==> config.mk <==
export PLATFORM = sky130hd
export DESIGN_NAME = stage_fetch
export DESIGN_NICKNAME = d
export VERILOG_FILES = /design/src/rtl/stage_fetch.sv
export SDC_FILE = /design/constraint.sdc
export NUM_CORES = 1
export LEC_CHECK = 0
export ABC_CLOCK_PERIOD_IN_PS = 15100
export CORE_UTILIZATION = 57
export DETAILED_ROUTE_END_ITERATION = 12
export HOLD_SLACK_MARGIN = 0.15
export MAX_ROUTING_LAYER = met4
export PLACE_DENSITY = 0.86
export SYNTH_ARGS = -nofsm -noshare
export SYNTH_HDL_FRONTEND = slang
export SYNTH_SLANG_ARGS = --single-unit
export TNS_END_PERCENT = 5
==> constraint.sdc <==
create_clock -name clk_i -period 15.1 [get_ports clk_i]
set_input_delay 3.02 -clock clk_i [delete_from_list [all_inputs] [get_ports clk_i]]
set_output_delay 3.02 -clock clk_i [all_outputs]
set_load 0.01 [all_outputs]
==> src/rtl/stage_fetch.sv <==
`default_nettype none
// ============================================================================
//  Module   : stage_fetch
//  Purpose  : rv32 instruction fetch stage. Holds the PC, issues word-aligned
//             requests over a req/gnt/rvalid handshake, buffers returned
//             instructions with their PC in an in-order queue and hands them
//             to decode with valid/ready. A redirect from execute flushes the
//             queue and discards every response still in flight.
//  Revision : 1.0 - initial release
// ============================================================================
module stage_fetch #(
    parameter logic [31:0] RESET_PC = 32'h0000_0000,
    parameter int          DEPTH    = 2
) (
    input  logic        clk_i,
    input  logic        rst_i,
    input  logic        redirect_valid_i,
    input  logic [31:0] redirect_addr_i,
    output logic        imem_req_o,
    output logic [31:0] imem_addr_o,
    input  logic        imem_gnt_i,
    input  logic        imem_rvalid_i,
    input  logic [31:0] imem_rdata_i,
    output logic        instr_valid_o,
    output logic [31:0] instr_o,
    output logic [31:0] instr_pc_o,
    input  logic        instr_ready_i
);

    localparam int c_PW = $clog2(DEPTH);
    localparam int c_CW = $clog2(DEPTH + 1);

    localparam logic [c_PW-1:0] c_PONE  = 1;
    localparam logic [c_CW-1:0] c_CONE  = 1;
    localparam logic [c_CW:0]   c_DEPTH = DEPTH[c_CW:0];

    // Program counter
    logic [31:0]     r_pc;

    // Pending-PC FIFO: PCs of granted requests whose response has not returned
    logic [31:0]     r_pend_pc [DEPTH];
    logic [c_PW-1:0] r_pend_wr;
    logic [c_PW-1:0] r_pend_rd;

    // Instruction queue of {pc, instr}
    logic [31:0]     r_q_pc    [DEPTH];
    logic [31:0]     r_q_instr [DEPTH];
    logic [c_PW-1:0] r_q_wr;
    logic [c_PW-1:0] r_q_rd;
    logic [c_CW-1:0] r_q_count;

    // In-flight bookkeeping
    logic [c_CW-1:0] r_outstanding;
    logic [c_CW-1:0] r_discard;

    logic [c_CW:0]   w_used;
    logic            w_grant;
    logic            w_resp;
    logic            w_discarding;
    logic            w_push;
    logic            w_pop;
    logic [c_CW-1:0] w_out_next;

    // Credit check: every request in flight already owns a queue slot
    always_comb begin
        w_used     = {1'b0, r_outstanding} + {1'b0, r_q_count};
        imem_req_o = !rst_i && !redirect_valid_i && (w_used < c_DEPTH);
    end

    assign w_grant      = imem_req_o && imem_gnt_i;
    // A response with nothing outstanding is a protocol error and is ignored
    assign w_resp       = imem_rvalid_i && (r_outstanding != '0);
    assign w_discarding = (r_discard != '0);
    assign w_push       = w_resp && !w_discarding && !redirect_valid_i;
    assign w_pop        = instr_valid_o && instr_ready_i && !redirect_valid_i;

    // Outstanding count after this cycle's grant and response
    always_comb begin
        w_out_next = r_outstanding;
        if (w_grant && !w_resp) begin
            w_out_next = r_outstanding + c_CONE;
        end else if (!w_grant && w_resp) begin
            w_out_next = r_outstanding - c_CONE;
        end
    end

    // PC: redirect target (word aligned), else advance on each grant
    always_ff @(posedge clk_i) begin
        if (rst_i) begin
            r_pc <= RESET_PC;
        end else if (redirect_valid_i) begin
            r_pc <= redirect_addr_i & ~32'd3;
        end else if (w_grant) begin
            r_pc <= r_pc + 32'd4;
        end
    end

    // Pending-PC FIFO: push on grant, pop on every accepted response
    always_ff @(posedge clk_i) begin
        if (rst_i) begin
            r_pend_wr <= '0;
            r_pend_rd <= '0;
        end else begin
            if (w_grant) begin
                r_pend_pc[r_pend_wr] <= r_pc;
                r_pend_wr            <= r_pend_wr + c_PONE;
            end
            if (w_resp) begin
                r_pend_rd <= r_pend_rd + c_PONE;
            end
        end
    end

    // Outstanding and discard counters; a redirect marks everything still in
    // flight (after this cycle's response) as to-be-dropped
    always_ff @(posedge clk_i) begin
        if (rst_i) begin
            r_outstanding <= '0;
            r_discard     <= '0;
        end else begin
            r_outstanding <= w_out_next;
            if (redirect_valid_i) begin
                r_discard <= w_out_next;
            end else if (w_resp && w_discarding) begin
                r_discard <= r_discard - c_CONE;
            end
        end
    end

    // Instruction queue: flushed on redirect, otherwise push/pop independently
    always_ff @(posedge clk_i) begin
        if (rst_i || redirect_valid_i) begin
            r_q_wr    <= '0;
            r_q_rd    <= '0;
            r_q_count <= '0;
        end else begin
            if (w_push) begin
                r_q_pc[r_q_wr]    <= r_pend_pc[r_pend_rd];
                r_q_instr[r_q_wr] <= imem_rdata_i;
                r_q_wr            <= r_q_wr + c_PONE;
            end
            if (w_pop) begin
                r_q_rd <= r_q_rd + c_PONE;
            end
            case ({w_push, w_pop})
                2'b10:   r_q_count <= r_q_count + c_CONE;
                2'b01:   r_q_count <= r_q_count - c_CONE;
                default: r_q_count <= r_q_count;
            endcase
        end
    end

    assign imem_addr_o   = r_pc;
    assign instr_valid_o = (r_q_count != '0);
    assign instr_o       = instr_valid_o ? r_q_instr[r_q_rd] : 32'd0;
    assign instr_pc_o    = instr_valid_o ? r_q_pc[r_q_rd]    : 32'd0;

endmodule
`default_nettype wire

---- Word level (Yosys, flattened, before mapping) ----
Memory sizes are Yosys's and may differ from the RTL's. A register that Yosys moved wholly into a read port is not among the register bits.
Index checks and enable logic that the tools add are counted.
word-level totals
  bits in writable memories ............... 192
  bits of input ports ..................... 70
  flip-flop bits (word level) ............. 42
  logic and storage cells ................. 71
  output and inout port bits .............. 98
  memories ................................ 3
memory list
  memory     words  bits a word  rd ports  clocked after Yosys merged registers in  write ports  line  RTL
  r_pend_pc  2      32           1         1                                        1            41    logic [31:0] r_pend_pc [DEPTH];
  r_q_instr  2      32           1         1                                        1            47    logic [31:0] r_q_instr [DEPTH];
  r_q_pc     2      32           1         1                                        1            46    logic [31:0] r_q_pc [DEPTH];
cells by class
  magnitude comparators ................... 1
  reductions and logical operators ........ 24
  add/subtract/negate cells ............... 11
  mux-type cells .......................... 21
  equality and inequality tests ........... 2
operators with widths
  kind                     number
  $mux W32                 4
  $add A32 B3 Y32 const B  1
  $mux W1                  12
  $reduce_bool A2 Y1       6
  $logic_and A1 B1 Y1      11
  $mux W2                  4
  $sub A2 B1 Y2 const B    3
  $logic_not A1 Y1         5
  $add A1 B1 Y1 const B    4
  $add A2 B1 Y2 const B    2
  $pmux W2 S2              1
  $add A2 B2 Y3            1
  $lt A3 B2 Y1 const B     1
  $eq A2 B1 Y1 const B     1
  $eq A2 B2 Y1 const B     1
  $reduce_or A2 Y1         1
  $logic_or A1 B1 Y1       1

---- Longest topological paths before layout ----
Gate-level depths: netlist of the first run.
  word-level depth ........................ 9
  depth in mapped cells ................... 9
  depth with buffers taken out ............ 8

---- Worst setup path before layout of the first run ----
Ideal clock, no wire load.
  path kind ............................... input to register
  start ................................... input port imem_rvalid_i
  end ..................................... memory r_q_instr[0][0] (enable)
  required time ........................... 14,542 ps
  stages .................................. 4
  library setup time ...................... 558 ps
  arrival time ............................ 7,798 ps
  path buffers ............................ 1
  slack ................................... 6,744 ps
  cell sequence ........................... nor2b_1 > clkbuf_1 > nand2_1 > nor3_1
on the way
  longest elaborated chain between the ends .. 6
RTL lines
  what                              line  RTL
  start: declaration                22    input logic imem_rvalid_i,
  $logic_and A1 B1 Y1               72    assign w_resp = imem_rvalid_i && (r_outstanding != '0);
  $logic_and A1 B1 Y1 (2 in a row)  74    assign w_push = w_resp && !w_discarding && !redirect_valid_i;
  $mux W1                           137   if (w_push) begin
  $mux W1                           132   if (rst_i || redirect_valid_i) begin
  $mux W1 (implied by the code)     139   r_q_instr[r_q_wr] <= imem_rdata_i;
  end: declaration                  47
No other way between the ends.

---- Worst setup path in the final report of the first run ----
  start ................................... input port rst_i
  end ..................................... output port imem_req_o
on the way
  longest elaborated chain between the ends .. 3
RTL lines
  what                              line  RTL
  start: declaration                16    input logic rst_i,
  $logic_not A1 Y1                  67    imem_req_o = !rst_i && !redirect_valid_i && (w_used < c_DEPTH);
  $logic_and A1 B1 Y1 (2 in a row)  67
  end: declaration                  19    output logic imem_req_o,
No other way between the ends.

==> impl.org, run 1 <==
** Run status
- Status :: finished clean

** Global route
- Antenna violations before repair :: 0
- Global-route wire length before repair :: 32100 um
- Total grt overflow :: 0
- Entering global routing, the biggest net connects 63 pins.
- Number of global-route vias before repair :: 6129
- For this run, the total global-route usage over all layers was measured as around a quarter.

** Clock network
- The tree is rooted in a sky130_fd_sc_hd__clkbuf_16.
- Clock latency on the worst-skew pair :: 0.49 ns
- After clock tree synthesis, the clock-pin slew on the worst setup and hold paths is approximately 0.060 ns.
- Count of hold buffers inserted by post-cts repair :: 0
- Maximum buffer depth of the clock tree :: 3
- TritonCTS built the clock tree.
- TritonCTS created 23 clock buffers.
- Once the clock tree was built, the resizer swapped 0 gates to a different size.
- Post-CTS Setup Inserts :: 0
- Clock tree synthesis found a total of 226 sinks.
- CTS built an H-tree with a depth of 1.

** Worst setup path
- Walking the worst path, the cells encountered are clkdlybuf4s50_1 > buf_4 > or2_2 > nor3_1 > clkdlybuf4s50_1.
- The slowest stage of the critical path is the sky130_fd_sc_hd__clkdlybuf4s50_1 cell.
- Among the stages of the critical path, the cell type that occurs most often is sky130_fd_sc_hd__clkdlybuf4s50_1.
- In this run the worst path has a maximum fanout of 43.
- STA classifies the critical path startpoint as an input pin.
- Crit path largest cell delay :: 0.56 ns
- Data arrives at the worst endpoint at ~4.9 ns.
- The worst setup path is captured at a primary output.
- The setup path with the least slack is of type in2out.
- Buffers & Inverters on Critical Path :: 3
- Crit path required time :: around 12 ns
- Largest delay contributor family on the critical path :: buffers and inverters

** Synth
- During synthesis, Yosys emitted a total of 0 warnings.
- After synthesis, flip-flops and latches occupy 67.8% of the total area.
- Cells after synthesis :: 663
- By area the synthesized netlist is led by sky130_fd_sc_hd__edfxtp_1, sky130_fd_sc_hd__dfxtp_1, sky130_fd_sc_hd__mux2i_1.
- Post-Synthesis Mean Instance Area :: 14.2 um2
- Leading post-synthesis cells by instance count :: sky130_fd_sc_hd__edfxtp_1, sky130_fd_sc_hd__nor2_1, sky130_fd_sc_hd__mux2i_1
- Area fraction of the dominant cell type after synthesis :: around three fifths
- Of all cell types, the one taking the most synthesized area is sky130_fd_sc_hd__edfxtp_1.
- Post-synth EDFFs :: 184
- Count of state elements after synthesis :: between 200 and 250
- Most common flop cell mapped by yosys :: sky130_fd_sc_hd__edfxtp_1
- Most instantiated library cell after synthesis :: sky130_fd_sc_hd__edfxtp_1
- Counting flops with an async set or reset pin after synthesis yields a share of 0%.
- Count of cell types in the netlist :: 59
- Netlist Area Pre-Place :: between 9000 and 10000 um2

** Die
- In this run the standard cell core region covers between 15000 and 20000 um2.
- For this configuration, the core starts out at a cell density of between 50% and 60%.
- Floorplan row count :: 46
- The floorplan step set the die width to 130 um.
- Overall die area :: 17000 um2
- The die is roughly 130 um tall.
- Boundary pin count :: ~170

** Route
- Routed wire length :: about 21000 um
- Number of search-and-repair iterations in the first detailed-routing pass :: 6
- In this run the remaining antenna-violating nets after routing total 0.
- Using the TritonRoute via totals, the vias-per-cell ratio works out to around 6.
- WL/cell :: between 20 and 25 um
- After detailed routing, the number of remaining DRC violations is 0.
- The detailed router finished its first iteration with around 500 violations.
- The detailed router placed ~6200 vias in this run.

** Final layout
- Multi-input combinational cell area :: between 2000 and 3000 um2
- From synthesis to final layout, the design area changed by 27.1%.
- Ratio of cells with drive above 1 in the final layout :: ~11%
- Filler instances :: 992
- Antenna diodes :: 0
- Number of nets at the end of the flow :: 897
- Registers take 6370 um2.
- Utilization of the core after routing :: roughly three quarters

** Place
- The congestion estimate from routability-driven global placement came to between 0.8 and 0.9.
- Half-perimeter wire length after detailed placement :: approximately 13000 um
- Number of buffers inserted by port buffering :: between 150 and 200

** STA
- Peak clock frequency supported by timing :: approximately 130 MHz
- Setup TNS Final :: 0 ns
- The routed design could run at a clock period as short as 7.94 ns.
- The number of max-slew violations in the final report is 0.
- For the pin with the worst max-slew slack, the measured transition is between 1 and 1.5 ns.
- Slew headroom :: between 20% and 30%
- For the final database, setup skew stands at ~0.0074 ns.
- Setup violations remaining at the end of the flow were counted as 0.
- The hold violation total from the final report is 0.
- Of the available clock period, the critical path in the final layout requires between 50% and 60%.
- Setup repair after global routing left no endpoint under its margin.

** Pwr
- For this design the static power due to leakage is around 3.8 nW.
- Overall power :: between 1 and 1.5 mW
- For this design the ratio of total power to cell area is ~120 nW/um2.
- The worst-case IR drop observed on VDD is between 0.00008 and 0.00009 V.

** Worst hold path
- The min-delay analysis places its worst path in the category reg2reg.

** Flow run
- Max-capacitance violation count :: 0
## state kept, by name, indices dropped and copies added (netlist names), named ones only
| register | flops |
|---|---|
| imem_addr_o | 30 |
| r_pend_rd | 1 |
| r_pend_wr | 1 |
| r_q_count | 2 |
| r_q_pc | 60 |
| r_q_rd | 1 |
| r_q_instr | 64 |
| r_q_wr | 1 |
| r_pend_pc | 60 |
| r_outstanding | 2 |
| r_discard | 2 |
## power by group
part	internal (mW)	leakage, nW	total (mW)	switching, mW
logic	0.0809	1.43	0.163	0.0817
registers	0.707	2.02	0.729	0.0219
clock network	0.364	0.380	0.589	0.225
## stage by stage
step                      instance area, um2  hold slack, ns  setup WS, ns  cells
after floorplan                         9410           0.472          6.74    666
after global placement                 11200           0.493          7.18   1013
after detailed placement               11200           0.507          7.20   1013
after CTS                              11900           0.523          7.18   1054
after global routing                   11900           0.577          7.08   1054
final                                  11900           0.512          7.16   1054
## worst register-to-register path, stage by stage (launching register included)
cell and delay, ns:
sky130_fd_sc_hd__dfxtp_1 0.44, sky130_fd_sc_hd__and2_1 0.18, sky130_fd_sc_hd__fa_1 0.48, sky130_fd_sc_hd__nor3b_4 0.67, sky130_fd_sc_hd__nand3_1 0.37, sky130_fd_sc_hd__or4_1 0.56, sky130_fd_sc_hd__a311oi_1 0.32
## layout make-up
class / instances / area share (%)
clock inverters: 16 / 1.71
repair buffers: 170 / 14.1
clock buffers: 25 / 4.88
multi-input cells: 388 / 23.3
inverters: 13 / 0.409
flip-flops and latches: 226 / 53.3
well taps: 216 / 2.26
## cells in the final DEF, fill, tap and decap left out, types with 4 or more instances in the layout
cell                              count
sky130_fd_sc_hd__or3_1                5
sky130_fd_sc_hd__nand2_1             14
sky130_fd_sc_hd__buf_4                9
sky130_fd_sc_hd__mux2i_1             63
sky130_fd_sc_hd__o21ai_0              7
sky130_fd_sc_hd__mux2_2              30
sky130_fd_sc_hd__bufinv_16            5
sky130_fd_sc_hd__nor2_1              97
sky130_fd_sc_hd__nand3_1             11
sky130_fd_sc_hd__dfxtp_1             41
sky130_fd_sc_hd__a2111oi_0            6
sky130_fd_sc_hd__and3_1               7
sky130_fd_sc_hd__inv_1               13
sky130_fd_sc_hd__or4_1                7
sky130_fd_sc_hd__clkdlybuf4s50_1    161
sky130_fd_sc_hd__a21oi_1              6
sky130_fd_sc_hd__conb_1               4
sky130_fd_sc_hd__a311oi_1            11
sky130_fd_sc_hd__o211ai_1             6
sky130_fd_sc_hd__clkbuf_16           23
sky130_fd_sc_hd__and4_1               8
sky130_fd_sc_hd__ha_1                 4
sky130_fd_sc_hd__o31ai_1              5
sky130_fd_sc_hd__edfxtp_1           184
sky130_fd_sc_hd__clkinv_1             5
sky130_fd_sc_hd__clkinv_2             4
sky130_fd_sc_hd__nand4_1             16
sky130_fd_sc_hd__nor2b_1              5
sky130_fd_sc_hd__xnor2_1              9
sky130_fd_sc_hd__xor2_1               8
sky130_fd_sc_hd__nor4_1               5
sky130_fd_sc_hd__a211oi_1            12
## worst paths after layout
path | from | end | slack [ns] | depth (start not counted)
worst min register to register | r_q_rd | r_q_rd | 0.51 | 2
worst max-delay path | rst_i | imem_req_o | 7.16 | 5
worst max register to register | r_q_count[0] | imem_addr_o[17] | 11.98 | 6
worst min-delay path | r_q_rd | r_q_rd | 0.51 | 2
## metal layers
layer  global-route usage, %  vias up  share of wire [%]
li1                        -     2847                  -
met1                    31.4     2966                 40
met2                    42.1      306                 49
met3                    4.52       64                8.5
met4                    10.5        0                3.3
met5                       -        -                  0
## cell families after synthesis
family | after synthesis | synth area share, %
multiplexers | 93 | 10.3
other | 1 | 0.0399
buffers and inverters | 52 | 2.89
AND/OR/NAND/NOR | 204 | 11.4
adder cells (fa/ha/maj) | 5 | 0.746
XOR/XNOR | 17 | 1.59
flip-flops | 226 | 67.8
AO/OA/AOI/OAI | 65 | 5.23
Power figures use the tool's default switching activity.
==> run 2, diff against run 1 <==
ABC_CLOCK_PERIOD_IN_PS = 7940   (was 15100)
CORE_UTILIZATION = 53   (was 57)
PLACE_DENSITY = 0.8   (was 0.86)
clock period = 7.94 ns   (was 15.1 ns; I/O delays follow)
==> run 2 against run 1 <==
Non-clock buffer count grew 1. Clock power rose by 88%. Routed wire length down 4.8%. Via count shrank 1.6%. Combinational power up 90%. Clock skew up 0.014 ns. Total power grew 90%. First-iteration DRC count down 29%. Final cell count increased by 0.85%.
==> impl.org, run 2 (synthesis gave the netlist of run 1 again) <==
** Global route
- Total grt overflow :: 0 (unchanged)
- The initial antenna violation count came to 0 (unchanged).
- The combined global-route utilization of all metal layers was 22.6% (was 25.6%).
- Number of global-route vias before repair :: 6045 (was 6129)
- The pin count of the biggest net entering global routing came to 63 (unchanged).
- Global-route wire length before repair :: 31300 um (was 32100 um)

** Final layout
- Commonest non-fill, non-tap cells in the layout: sky130_fd_sc_hd__edfxtp_1, sky130_fd_sc_hd__clkdlybuf4s50_1, sky130_fd_sc_hd__nor2_1 (unchanged).
- The share of post-route cells with drive strength above 1 was 11.3% (was 11.2%).
- The antenna diode count was 0 (unchanged).
- The post-route cell area was 12000 um2 (was 11900 um2).
- The layout-stage area growth over the synthesis result was 27.4% (was 27.1%).
- The leading cell type in the layout, fill and taps excluded is sky130_fd_sc_hd__edfxtp_1 (unchanged).
- Number of nets at the end of the flow :: 897 (unchanged)
- Largest regs :: r_q_instr (64), r_pend_pc (60), r_q_pc (60) (unchanged)
- The flip-flop count of the largest register after layout came to 64 (unchanged).
- The register containing the most flip-flops in the final layout is r_q_instr (unchanged).

** Worst setup path
- The worst-path cell with the longest stage delay is sky130_fd_sc_hd__clkdlybuf4s50_1 (unchanged).
- Crit path required time :: 6.35 ns (was 12.08 ns)
- The worst setup path category was in2out (unchanged).
- Cell-by-cell trace of the critical path: clkdlybuf4s50_1 > buf_4 > or2_2 > nor3_1 > clkdlybuf4s50_1 (unchanged).
- Largest delay contributor family on the critical path :: buffers and inverters (unchanged)
- The category of the worst setup path launch point is an input pin (unchanged).
- The endpoint kind of the worst setup timing path is a primary output (unchanged).
- The most frequent cell on the critical path is sky130_fd_sc_hd__clkdlybuf4s50_1 (unchanged).
- Arrival time at the worst endpoint :: 3.50 ns (was 4.92 ns)
- Crit path max fanout :: 43 (unchanged)
- Buffers & Inverters on Critical Path :: 3 (unchanged)
- The largest stage delay on the critical path came to 0.57 ns (was 0.56 ns).

** Clock network
- Post-CTS Setup Inserts :: 0 (unchanged)
- The clock root buffer master was sky130_fd_sc_hd__clkbuf_16 (unchanged).
- TritonCTS clock tree :: yes (unchanged)
- Post-cts resize count :: 0 (unchanged)
- Deepest level of the CTS H-tree :: 1 (unchanged)
- Count of hold buffers inserted by post-cts repair :: 0 (unchanged)
- The clock buffer count from CTS was 22 (was 23).
- The number of sinks driven by the clock tree is 226 (unchanged).
- The number of buffers between clock root and the deepest sink is 3 (unchanged).
- The source-to-sink clock delay at the later pin of the worst-skew pair is 0.50 ns (was 0.49 ns).
- Clock slew at reported path FFs :: 0.06 ns (about the same)

** Pwr
- The power per standard cell area came to 235 nW/um2 (was 124 nW/um2).
- The worst-case vdd ir drop was 0.000177 V (was 0.0000877 V).
- Static Leakage :: 3.85 nW (was 3.83 nW)

** Die
- Floorplan row count :: 48 (was 46)
- Die boundary width :: 135 um (was 130 um)
- The initial standard-cell utilization of the core came to 54.3% (was 58.7%).
- The height of the chip is 135 um (was 130 um).
- The placeable core region was 17300 um2 (was 16000 um2).
- Overall die area :: 18300 um2 (was 17000 um2)
- Boundary pin count :: 168 (unchanged)

** Route
- The count of unresolved DRC violations after routing came to 0 (unchanged).
- Number of search-and-repair iterations in the first detailed-routing pass :: 5 (was 6)
- WL/cell :: 18.9 um (was 20.0 um)
- Total via count after detailed routing :: 6087 (was 6183)
- Routed wire length :: 20100 um (was 21100 um)
- The via density per instance was 5.73 (was 5.87).
- The number of nets still failing antenna checks after routing came to 0 (unchanged).
- The detailed router's first-iteration violation count came to 356 (was 501).

** STA
- Final worst clock skew :: 0.0219 ns (was 0.00740 ns)
- The remaining max-slew budget at the tightest pin was 26.6% (about the same).
- Post-route minimum period :: between 5 and 6 ns
- Final slew viol count :: 0 (unchanged)
- Unrepaired setup endpoints after global routing :: no (unchanged)
- Number of failing setup endpoints in the final timing report :: 0 (unchanged)
- The transition at the pin with the smallest max-transition slack is 1.10 ns (about the same).
- The total negative setup slack is 0 ns (unchanged).
- Fraction of the cycle the final worst path needs :: about 64%
- Static timing analysis puts the maximum clock frequency at 197 MHz.
- The hold violation total from the final report came to 0 (unchanged).

** Run status
- Status :: finished clean (unchanged)

** Place
- Number of buffers inserted by port buffering :: 161 (unchanged)
- The instance area at placement is 11200 um2 (about the same).
- The routability congestion estimate was 0.894 (was 0.852).
- The post-detailed-placement half-perimeter wirelength is 12700 um (was 12900 um).

** Flow run
- The max capacitance violation total was 0 (unchanged).

** Worst hold path
- Type of the worst min-delay path :: reg2reg (unchanged)
run 2: cell count changes in the layout (fill, tap and decap cells not counted):
cell	change
sky130_fd_sc_hd__clkbuf_16	+2
sky130_fd_sc_hd__bufinv_16	-2
sky130_fd_sc_hd__clkbuf_8	+3
sky130_fd_sc_hd__clkinv_2	-2
sky130_fd_sc_hd__clkinvlp_4	-1
sky130_fd_sc_hd__clkbuf_1	+4
sky130_fd_sc_hd__buf_4	+1
sky130_fd_sc_hd__clkinv_1	-5
run 2: per-stage QoR:
stage	setup WS [ns]	total power, mW	util, %	hold WS, ns	std cells
6_report	2.85	2.81	69.2	0.528	1063
5_1_grt	2.76	2.90	69.2	0.556	1063
4_1_cts	2.85	2.83	69.2	0.531	1063
3_5_place_dp	2.87	1.72	64.6	0.512	1023
3_3_place_gp	2.87	1.70	64.6	0.496	1023
2_1_floorplan	1.02	1.59	-	0.472	666
run 2: area by class of cell:
cell class	instances	area (um2)
timing repair buffer	171	1690
inverter	13	48.8
fill	1168	5330
tap	225	282
multi-input combinational	388	2790
clock inverter	6	108
sequential	226	6370
clock buffer	34	689
run 2: path summary, 6_finish.rpt:
| path | start | end | slack [ns] | cells after the start |
|---|---|---|---|---|
| hold / removal | r_pend_rd | flip-flop | 0.53 | 2 |
| hold reg to reg | r_pend_rd | flip-flop | 0.53 | 2 |
| setup / recovery | rst_i | imem_req_o | 2.85 | 5 |
| setup reg to reg | r_q_count[0] | r_pend_pc[0][9] | 4.65 | 6 |
run 2: power breakdown:
| part | switching [mW] | internal [mW] | leakage (nW) |
|---|---|---|---|
| registers | 0.0400 | 1.35 | 2.02 |
| clock network | 0.417 | 0.696 | 0.387 |
| logic | 0.156 | 0.154 | 1.44 |
run 2: tightest hold or removal path, stage by stage (launching register included):
cell and delay, ns:
sky130_fd_sc_hd__dfxtp_1 0.33, sky130_fd_sc_hd__xnor2_1 0.09, sky130_fd_sc_hd__nor2_1 0.08
run 2: per-layer routing:
metal	vias up	track usage, %	wire length (um)
li1	2838	-	-
met1	2943	28.7	8420
met3	45	3.85	1450
met2	261	36.8	9680
met4	0	8.24	546
met5	-	-	0
==> run 3, diff against run 2 <==
ABC_CLOCK_PERIOD_IN_PS = 4900   (was 7940)
clock period = 4.9 ns   (was 7.94 ns; I/O delays follow)
==> run 3 against run 2 <==
Setup slack got worse by 1.6 ns. Sequential cell count unchanged. Die area unchanged. Sequential share of layout area increased by 0.44 points. Routed wire length decreased by 0.49%. Clock-buffer cell count decreased by 6. Utilization decreased by 0.57 points. Critical path type is now reg2out. Highest routed layer unchanged.
==> impl.org, run 3 (synthesis gave the netlist of run 1 again) <==
** Run status
- Status :: finished clean (unchanged)

** Die
- Boundary pin count :: 168 (unchanged)
- The initial standard-cell utilization of the core came to 54.3% (unchanged).
- Height of the die :: 135 um (unchanged)
- The placeable core region is 17300 um2 (unchanged).
- Floorplan row count :: 48 (unchanged)
- Overall die area :: 18300 um2 (unchanged)
- The die span in x is 135 um (unchanged).

** Final layout
- Antenna diodes :: 0 (unchanged)
- The number of inserted filler cells in the final layout is 1167 (was 1168).
- The final net count was 897 (unchanged).
- The flip-flop count of the largest register after layout is 64 (unchanged).
- Final instance area :: 11900 um2 (was 12000 um2)
- The layout-stage area growth over the synthesis result was 26.4% (was 27.4%).
- Commonest non-fill, non-tap cells in the layout :: sky130_fd_sc_hd__edfxtp_1, sky130_fd_sc_hd__clkdlybuf4s50_1, sky130_fd_sc_hd__nor2_1 (unchanged)
- The share of post-route cells with drive strength above 1 was 11.1% (was 11.3%).
- Final instance count without filler cells :: 1062 (was 1063)
- Largest regs: r_q_instr (64), r_pend_pc (60), r_q_pc (60) (unchanged).
- Top register by number of flip-flops :: r_q_instr (unchanged)
- The leading cell type in the layout, fill and taps excluded is sky130_fd_sc_hd__edfxtp_1 (unchanged).

** Worst setup path
- Crit path largest cell delay :: 0.77 ns (was 0.57 ns)
- Arrival time at the worst endpoint :: 2.67 ns (was 3.50 ns)
- The category of the worst setup path launch point is a flip-flop (was input pin).
- WS Path Type :: reg2out (was in2out)
- Crit path max fanout :: 36 (was 43)
- Crit path required time :: 3.92 ns (was 6.35 ns)
- The worst-path cell with the longest stage delay is sky130_fd_sc_hd__nor2_4 (was sky130_fd_sc_hd__clkdlybuf4s50_1).
- Category of the worst setup path capture point :: primary output (unchanged)
- Cell-by-cell trace of the critical path: nor2_4 > buf_4 > nor2_1 > clkdlybuf4s50_1 (was clkdlybuf4s50_1 > buf_4 > or2_2 > nor3_1 > clkdlybuf4s50_1).

** Route
- The detailed router's first-iteration violation count was 390 (was 356).
- Post-route DRC :: 0 (unchanged)
- The routed wire length per instance is 18.8 um (was 18.9 um).
- The total number of vias is 6132 (was 6087).
- Final antenna-violating net count :: 0 (unchanged)
- The first-pass iteration count of the detailed router is 5 (unchanged).
- Per-cell via count in the routed design :: 5.77 (was 5.73)
- The overall routed net length was 20000 um (was 20100 um).

** Worst hold path
- The type of the tightest min-delay check was reg2reg (unchanged).

** Global route
- Global-route wire length before repair :: 31400 um (was 31300 um)
- Antenna violations before repair :: 0 (unchanged)
- Total grt overflow :: 0 (unchanged)
- Overall fraction of global-route tracks in use :: 22.8% (was 22.6%)
- Number of global-route vias before repair :: 6149 (was 6045)
- Largest net degree at the start of global routing :: 63 (unchanged)

** STA
- Unrepaired setup endpoints after global routing :: no (unchanged)
- Worst hold margin :: 0.527 ns (was 0.528 ns)
- The final worst setup slack came to 1.25 ns (was 2.85 ns).
- Number of failing hold endpoints at the final stage :: 0 (unchanged)
- Final worst clock skew :: 0.00950 ns (was 0.0219 ns)
- Post-route minimum period :: between 3 and 4 ns
- Actual transition at the worst max-transition pin :: 1.15 ns (was 1.10 ns)
- Timing would allow up to about 270 MHz.
- Setup TNS Final :: 0 ns (unchanged)
- Of the available clock period, the critical path in the final layout requires around three quarters.
- Slew headroom :: 23.3% (was 26.6%)
- The number of max-slew violations in the final report was 0 (unchanged).
- Number of failing setup endpoints in the final timing report :: 0 (unchanged)

** Clock network
- The source-to-sink clock delay at the later pin of the worst-skew pair came to 0.50 ns (about the same).
- The H-tree depth reported by CTS came to 1 (unchanged).
- Maximum buffer depth of the clock tree :: 3 (unchanged)
- Post-cts resize count :: 0 (unchanged)
- The clock buffer count from CTS came to 23 (was 22).
- The CTS tree is yes (unchanged).
- Post-CTS Setup Inserts :: 0 (unchanged)
- Root Driver :: sky130_fd_sc_hd__clkbuf_16 (unchanged)
- TritonCTS Sinks :: 226 (unchanged)
- Count of hold buffers inserted by post-cts repair :: 0 (unchanged)
- The clock-pin slew reported for the worst setup and hold paths after clock tree synthesis was 0.06 ns (about the same).

** Pwr
- The power per standard cell area was 370 nW/um2 (was 235 nW/um2).
- The leakage power was 3.81 nW (was 3.85 nW).
- The worst-case vdd ir drop is 0.000275 V (was 0.000177 V).

** Place
- The minimum setup slack after placement is 1.36 ns (was 2.87 ns).
- Number of buffers inserted by port buffering :: 161 (unchanged)
- Placed Instance Area :: 11200 um2 (about the same)
- The instance count after placement with tap cells included was 1022 (was 1023).
- The routability congestion estimate came to 0.874 (was 0.894).
- The post-detailed-placement half-perimeter wirelength was 12700 um (about the same).

** Flow run
- Max-capacitance violation count :: 0 (unchanged)
## run 3: layout make-up
type	count	area, um2	share of cell area [%]
Clock inverter	12	111	0.938
Tap cell	225	282	2.37
Inverter	13	48.8	0.411
Timing Repair Buffer	170	1680	14.1
Sequential cell	226	6370	53.7
Clock buffer	28	594	5.01
Multi-Input combinational cell	388	2790	23.5
## run 3: worst paths after layout
| check | slack, ns | startpoint | end | depth (start not counted) |
|---|---|---|---|---|
| min | 0.53 | r_q_rd | flip-flop | 2 |
| max reg2reg | 1.86 | r_q_count[0] | imem_addr_o[17] | 6 |
| min reg2reg | 0.53 | r_q_rd | flip-flop | 2 |
| max | 1.25 | r_q_count[1] | instr_o[11] | 4 |
## run 3: layer usage
metal | GRT usage [%] | wire (um) | vias to the layer above
li1 | - | - | 2839
met2 | 37.2 | 9820 | 272
met1 | 29.0 | 8140 | 2980
met3 | 3.55 | 1510 | 41
met4 | 8.55 | 518 | 0
met5 | - | 0 | -
## run 3: critical path: cells and delay by family (launching register included)
kind,cells,cell delay [ns]
buf+inv,2,0.92
simple gates,2,0.87
flops,1,0.36
## run 3: power by group
group          total (mW)  leakage, nW  switching, mW  internal, mW
combinational       0.496         1.43          0.246         0.250
clock                1.65        0.353          0.681         0.967
sequential           2.25         2.02         0.0668          2.18
## run 3: stage by stage
| step | util [%] | power, mW |
|---|---|---|
| floorplan | - | 2.57 |
| global route | 68.6 | 4.55 |
| detailed placement | 64.6 | 2.78 |
| finish | 68.6 | 4.39 |
| global placement | 64.6 | 2.75 |
| CTS | 68.6 | 4.42 |
